<file path="config.mk">
export PLATFORM = sky130hd
export DESIGN_NAME = reg_bank
export DESIGN_NICKNAME = d
export VERILOG_FILES = /design/src/rtl/reg_bank.sv
export SDC_FILE = /design/constraint.sdc
export NUM_CORES = 1
export LEC_CHECK = 0
export CAP_MARGIN = 20
export CORE_MARGIN = 3
export CORE_UTILIZATION = 44
export CTS_CLUSTER_SIZE = 20
export DETAILED_ROUTE_END_ITERATION = 10
export GPL_TIMING_DRIVEN = 0
export PLACE_DENSITY = 0.83
export SLEW_MARGIN = 20
export SYNTH_ARGS = -nofsm -noshare
export SYNTH_HDL_FRONTEND = slang
export SYNTH_SLANG_ARGS = --single-unit
</file>
<file path="constraint.sdc">
create_clock -name clk -period 4.29 [get_ports clk]
set_clock_uncertainty 0.1 [all_clocks]
set_input_delay 0.6435 -clock clk [delete_from_list [all_inputs] [get_ports clk]]
set_output_delay 0.6435 -clock clk [all_outputs]
set_load 0.02 [all_outputs]
</file>
<file path="src/rtl/reg_bank.sv">
// reg_bank: W-entry, N-bit register bank with one write port, a combinational
// read port, per-entry valid flags with a live count, and a sequential clear
// engine that walks every entry once. Entry 0 is the most-significant slice
// of q and the most-significant bit of valid.
module reg_bank #(
  parameter int unsigned W = 8,
  parameter int unsigned N = 16
) (
  input  logic                  clk,
  input  logic                  rst,
  input  logic                  we,
  input  logic [$clog2(W)-1:0]  waddr,
  input  logic [N-1:0]          wdata,
  input  logic [$clog2(W)-1:0]  raddr,
  output logic [N-1:0]          rdata,
  input  logic                  clr,
  output logic                  busy,
  output logic [W-1:0]          valid,
  output logic [$clog2(W):0]    count,
  output logic [W*N-1:0]        q
);

  localparam int unsigned AW = $clog2(W);
  localparam int unsigned CW = AW + 1;
  localparam logic [AW-1:0] LAST = AW'(W - 1);

  typedef enum logic [0:0] {
    IDLE  = 1'b0,
    CLEAR = 1'b1
  } state_t;

  state_t        state;
  state_t        state_nxt;
  logic [AW-1:0] ptr;
  logic [N-1:0]  mem [W];
  logic [W-1:0]  ent_vld;
  logic [CW-1:0] cnt;

  logic          wr_en;
  logic          clr_en;
  logic          clr_start;

  // State register
  always_ff @(posedge clk or posedge rst) begin
    if (rst) begin
      state <= IDLE;
    end else begin
      state <= state_nxt;
    end
  end

  // Next-state logic: clear starts from IDLE, ends after the last entry
  always_comb begin
    state_nxt = state;
    case (state)
      IDLE:    if (clr) state_nxt = CLEAR;
      CLEAR:   if (ptr == LAST) state_nxt = IDLE;
      default: state_nxt = IDLE;
    endcase
  end

  // Output/control decode: clear beats write in IDLE; CLEAR drops writes
  always_comb begin
    wr_en     = 1'b0;
    clr_en    = 1'b0;
    clr_start = 1'b0;
    busy      = 1'b0;
    case (state)
      IDLE: begin
        clr_start = clr;
        wr_en     = we && !clr;
      end
      CLEAR: begin
        clr_en = 1'b1;
        busy   = 1'b1;
      end
      default: ;
    endcase
  end

  // Clear pointer: reset to 0 at start, advance once per CLEAR cycle
  always_ff @(posedge clk or posedge rst) begin
    if (rst) begin
      ptr <= '0;
    end else if (clr_start) begin
      ptr <= '0;
    end else if (clr_en) begin
      ptr <= (ptr == LAST) ? '0 : ptr + AW'(1);
    end
  end

  // Entry storage and valid flags
  always_ff @(posedge clk or posedge rst) begin
    if (rst) begin
      for (int k = 0; k < int'(W); k++) begin
        mem[k] <= '0;
      end
      ent_vld <= '0;
    end else if (wr_en) begin
      mem[waddr]     <= wdata;
      ent_vld[waddr] <= 1'b1;
    end else if (clr_en) begin
      mem[ptr]     <= '0;
      ent_vld[ptr] <= 1'b0;
    end
  end

  // Valid count tracks popcount of flags by edge-wise inc/dec
  always_ff @(posedge clk or posedge rst) begin
    if (rst) begin
      cnt <= '0;
    end else if (wr_en && !ent_vld[waddr]) begin
      cnt <= cnt + CW'(1);
    end else if (clr_en && ent_vld[ptr]) begin
      cnt <= cnt - CW'(1);
    end
  end

  assign count = cnt;
  assign rdata = mem[raddr];

  // Pack entries and flags with entry 0 in the most-significant position
  for (genvar k = 0; k < int'(W); k++) begin : g_pack
    assign q[(W-k)*N-1 -: N] = mem[k];
    assign valid[W-1-k]      = ent_vld[k];
  end

endmodule

</file>
### Yosys cells after proc, flatten, opt, wreduce, memory -nomap -nowiden

Index checks and enable logic that the tools add are counted.

| storage, ports and cells | value |
|---|---|
| logic and storage cells | 77 |
| register bits | 144 |
| input bits | 26 |
| output and inout port bits | 157 |

| operators by class | value |
|---|---|
| eq/ne operators | 1 |
| $add $sub $neg | 3 |
| $lt $le $gt $ge | 9 |
| reductions and logical operators | 12 |
| bitwise operators | 9 |
| multiplexer cells | 31 |

Operators with widths:

| kind | number |
|---|---|
| $mux 128 | 2 |
| $and 128x128->128 | 1 |
| $bwmux 128 | 1 |
| $not 128->128 | 1 |
| $demux 16 s3 | 2 |
| $mux 16 | 4 |
| $bmux 16 s3 | 1 |
| $mux 8 | 2 |
| $ge 4x4->1 const B | 3 |
| $not 3->4 | 3 |
| $mux 1 | 9 |
| $mux 3 | 3 |
| $and 8x8->8 | 1 |
| $lt 3x4->1 const B | 2 |
| $lt 4x1->1 const B | 2 |
| $mux 4 | 2 |
| $not 8->8 | 1 |
| $or 8x8->8 | 1 |
| $logic_and 1x1->1 | 7 |
| $bmux 1 s3 | 2 |
| $demux 1 s3 | 2 |
| $ge 3x1->1 const B | 2 |
| $reduce_bool 2->1 | 3 |
| $add 4x1->4 const B | 1 |
| 6 further kinds | 7 |

### Longest topological paths before layout

| depth | value |
|---|---|
| depth in word-level cells | 9 |
| depth in mapped cells | 10 |
| gate-level depth less buffers | 9 |

### Worst setup path before layout

No wires, ideal clock.

| timing | value |
|---|---|
| kind | in2out |
| from | input raddr[0] |
| to | output rdata[0] |
| cell stages on the path | 4 |
| arrival time | 2004 ps |
| required time | 3546 ps |
| setup slack | 1542 ps |
| cell sequence | clkbuf_1 buf_2 mux4_2 mux2_2 |

| on the way | value |
|---|---|
| word-level cells in the longest chain between the ends | 4 |

Ends and longest elaborated chain:

| element | RTL line | text |
|---|---|---|
| start, declared | 14 | `input logic [$clog2(W)-1:0] raddr,` |
| $not 3->4 (not written as such) | 120 | `assign rdata = mem[raddr];` |
| $bmux 16 s3 | 120 |  |
| $mux 16 (not written as such) (2 in series) | 120 |  |
| end, declared | 15 | `output logic [N-1:0] rdata,` |

No other way between the ends. The select of a mux whose other input is x is not followed.

### Worst setup path in the final report

| timing | value |
|---|---|
| from | input raddr[1] |
| to | output rdata[9] |

Same word-level chain as after synthesis.

==> flow_summary.yaml <==
outcome:
  status: "complete, no violations"
final_layout:
  num-fill-cells: 1034
  nNetsFinal: 677
  area_delta_synth_final_pct: 39.68
  finalInstanceArea_um2: 9161
  diodes: 0
  final_common_cell: "clkdlybuf4s50_1"
  final_cell_mix: "162 x clkdlybuf4s50_1, 144 x dfrtp_1, 128 x a22o_1"
  drive_gt1_share_pct: 17.75
flow_run:
  drv_cap: 0
clocking:
  cts_buffer_depth: 2
  cts_root_buf: "clkbuf_16"
  postCtsHoldBufs: 0
  cts_num_sinks: 144
  cts_resized: 0
  clk_pin_slew_ns: 0.06
  clock_latency_ns: 0.42
  cts_setup_buffers: 0
  htree_levels: 4
  tritoncts: "done"
  numCtsBuffers: 17
sta:
  min_period_ns: 3.874
  max_freq_ghz: 0.2581
  slew_viol_final: 0
  finalCritPeriodShare_pct: 90.31
  setup_viol: 0
  fin_setup_tns_ns: 0
  tightest_slew_ns: 1.073
  rsz0062_at_grt: "false"
  maxSlewHeadroom_pct: 27.87
  finalHoldViolCount: 0
routing:
  dr.pass1.iters: 7
  remaining_drc_errors: 0
  ant_nets: 0
  vias_per_cell: 6.549
  drtIter0Drc: 569
  vias: 5495
  routedWlPerCell_um: 26.85
  finalWirelength_um: 22530
critical_path:
  cp_max_fo: 10
  crit_path_end_kind: "output port"
  cpMostUsedCell: "clkdlybuf4s50_1"
  worstPathRequired_ns: 3.55
  cp.buffers_inverters: 3
  crit_path_max_incr_delay_ns: 0.64
  start_kind: "input pin"
  crit_chain: "clkdlybuf4s50_1, clkbuf_1, mux4_2, mux2_2, clkdlybuf4s50_1"
  crit_arrival_ns: 3.13
  cp_slowest_cell: "clkbuf_1"
  path_class: "in2out"
  crit_family: "buffers and inverters"
global_route:
  grt_pass1_wl_um: 33910
  grtUsageTotal_pct: 27.70
  gr-total-overflow: 0
  antenna_found_initial: 0
  grt_pass1_vias: 5615
  grt_start_max_net_pins: 38
yosys:
  synth_compound_area_share_pct: 20.66
  synth_area_per_cell_um2: 14.23
  synth_edf_count: 0
  syn-cell-area_um2: 6559
  synthAdderAreaFrac_pct: 1.068
  synthXorXnorAreaFrac_pct: 0.2671
  synthMuxAreaShare_pct: 15.07
  synth_cell_types: 47
  synth_top_area_share_pct: 54.94
  async_flop_share_pct: 100.0
  ys_ff_latch: 144
  yosys_warnings: 0
  synth_top_family_by_area: "compound AO/OA/AOI/OAI gates"
  synthCells: 461
  netlist.top_cell.by_area: "dfrtp_1"
  syn_nets: 492
  yosys-top-cells-area: "dfrtp_1 55%, a22o_1 17%, mux4_2 12%"
  ys.flop_type: "dfrtp_1"
  synth_simple_gate_area_share_pct: 4.464
  yosysSeqAreaShare_pct: 54.94
placement:
  hpwlAfterDp_um: 15130
  place_area_um2: 8489
  io_buffer_count: 162
  gp_congestion: 0.8727
floorplan:
  dieArea_um2: 16410
  initial_core_util_pct: 46.18
  die_x_um: 128.1
  die_h_um: 128.1
  pin_count: 183
  std_cell_rows: 43
  core_um2: 14200
power:
  ir_drop_uv: 296.2
  leakage_uw: 0.003973
  powerDensity_nw_per_um2: 576.0
worst_hold_path:
  hp-class: "in2async"
-- metrics by stage --
step	utilization (%)	cells	power [µW]	setup slack, ns	hold slack [ns]
finish	64.50	839	5277	0.4159	0.4219
global route	64.50	839	5466	0.3619	0.4335
CTS	64.50	839	5254	0.4296	0.4205
detailed placement	59.77	807	3574	0.4159	0.4044
global placement	59.21	803	3508	0.4632	0.4011
floorplan	-	461	2779	1.542	0.5243
-- sequential cells by signal, indices dropped and copies added (netlist names) --
| name | flops |
|---|---|
| ptr | 3 |
| ent_vld | 8 |
| count | 4 |
| state | 1 |
| q | 128 |
-- cells in the mapped netlist, drive strengths merged, types with 3 or more instances --
master,number
mux4,34
nand2b,5
ha,4
dfrtp,144
nor2,12
a31oi,3
a21oi,4
o22ai,8
buf,35
o22a,4
o32a,4
clkbuf,14
mux2,18
nor3,6
nand2,10
a22o,128
-- path summary, 6_finish.rpt --
| path | to | slack [ns] | depth (start not counted) | start |
|---|---|---|---|---|
| max | rdata[9] | 0.42 | 5 | raddr[1] |
| min | q[125] | 0.42 | 2 | rst |
| max reg2reg | q[97] | 1.48 | 5 | state |
| min reg2reg | q[43] | 0.42 | 1 | q[43] |
| max in group asynchronous | ent_vld[3] | 2.94 | 4 | rst |
| min in group clk | q[43] | 0.42 | 1 | q[43] |
-- power by group --
part           switching [µW]  total (µW)  internal (µW)  leakage [µW]
Clock                     596        1680           1080      0.000323
Sequential                227        1790           1570       0.00198
Combinational            1050        1810            758       0.00167
-- logic make-up (layout without fill, tap and decap cells) --
kind of cell	Yosys count	in the layout
DFF	144	144
xor gates and xnor gates	2	2
adders and majority gates	5	5
buffers and inverters	52	250
AOI/OAI and AO/OA	158	158
and+or+nand+nor	46	46
muxes	54	54
-- layer usage --
| layer | up-vias | GRT usage, % | part of all wire (%) |
|---|---|---|---|
| met4 | 0 | 12.48 | 3.8 |
| met2 | 404 | 43.31 | 48 |
| li1 | 2196 | - | - |
| met3 | 70 | 6.542 | 10 |
| met1 | 2825 | 37.02 | 38 |
| met5 | - | 0 | 0 |
-- area by class of cell --
class	count	area [µm²]	share of cell area [%]
clock buffers	20	466.7	5.094
repair buffers	166	1702	18.57
plain buffers	49	220.2	2.404
inverters	3	15.01	0.1639
well taps	180	225.2	2.458
multi-input cells	265	2724	29.73
flip-flops and latches	144	3603	39.33
clock inverters	12	205.2	2.240
Note: power is estimated with default switching activity, not from simulation.
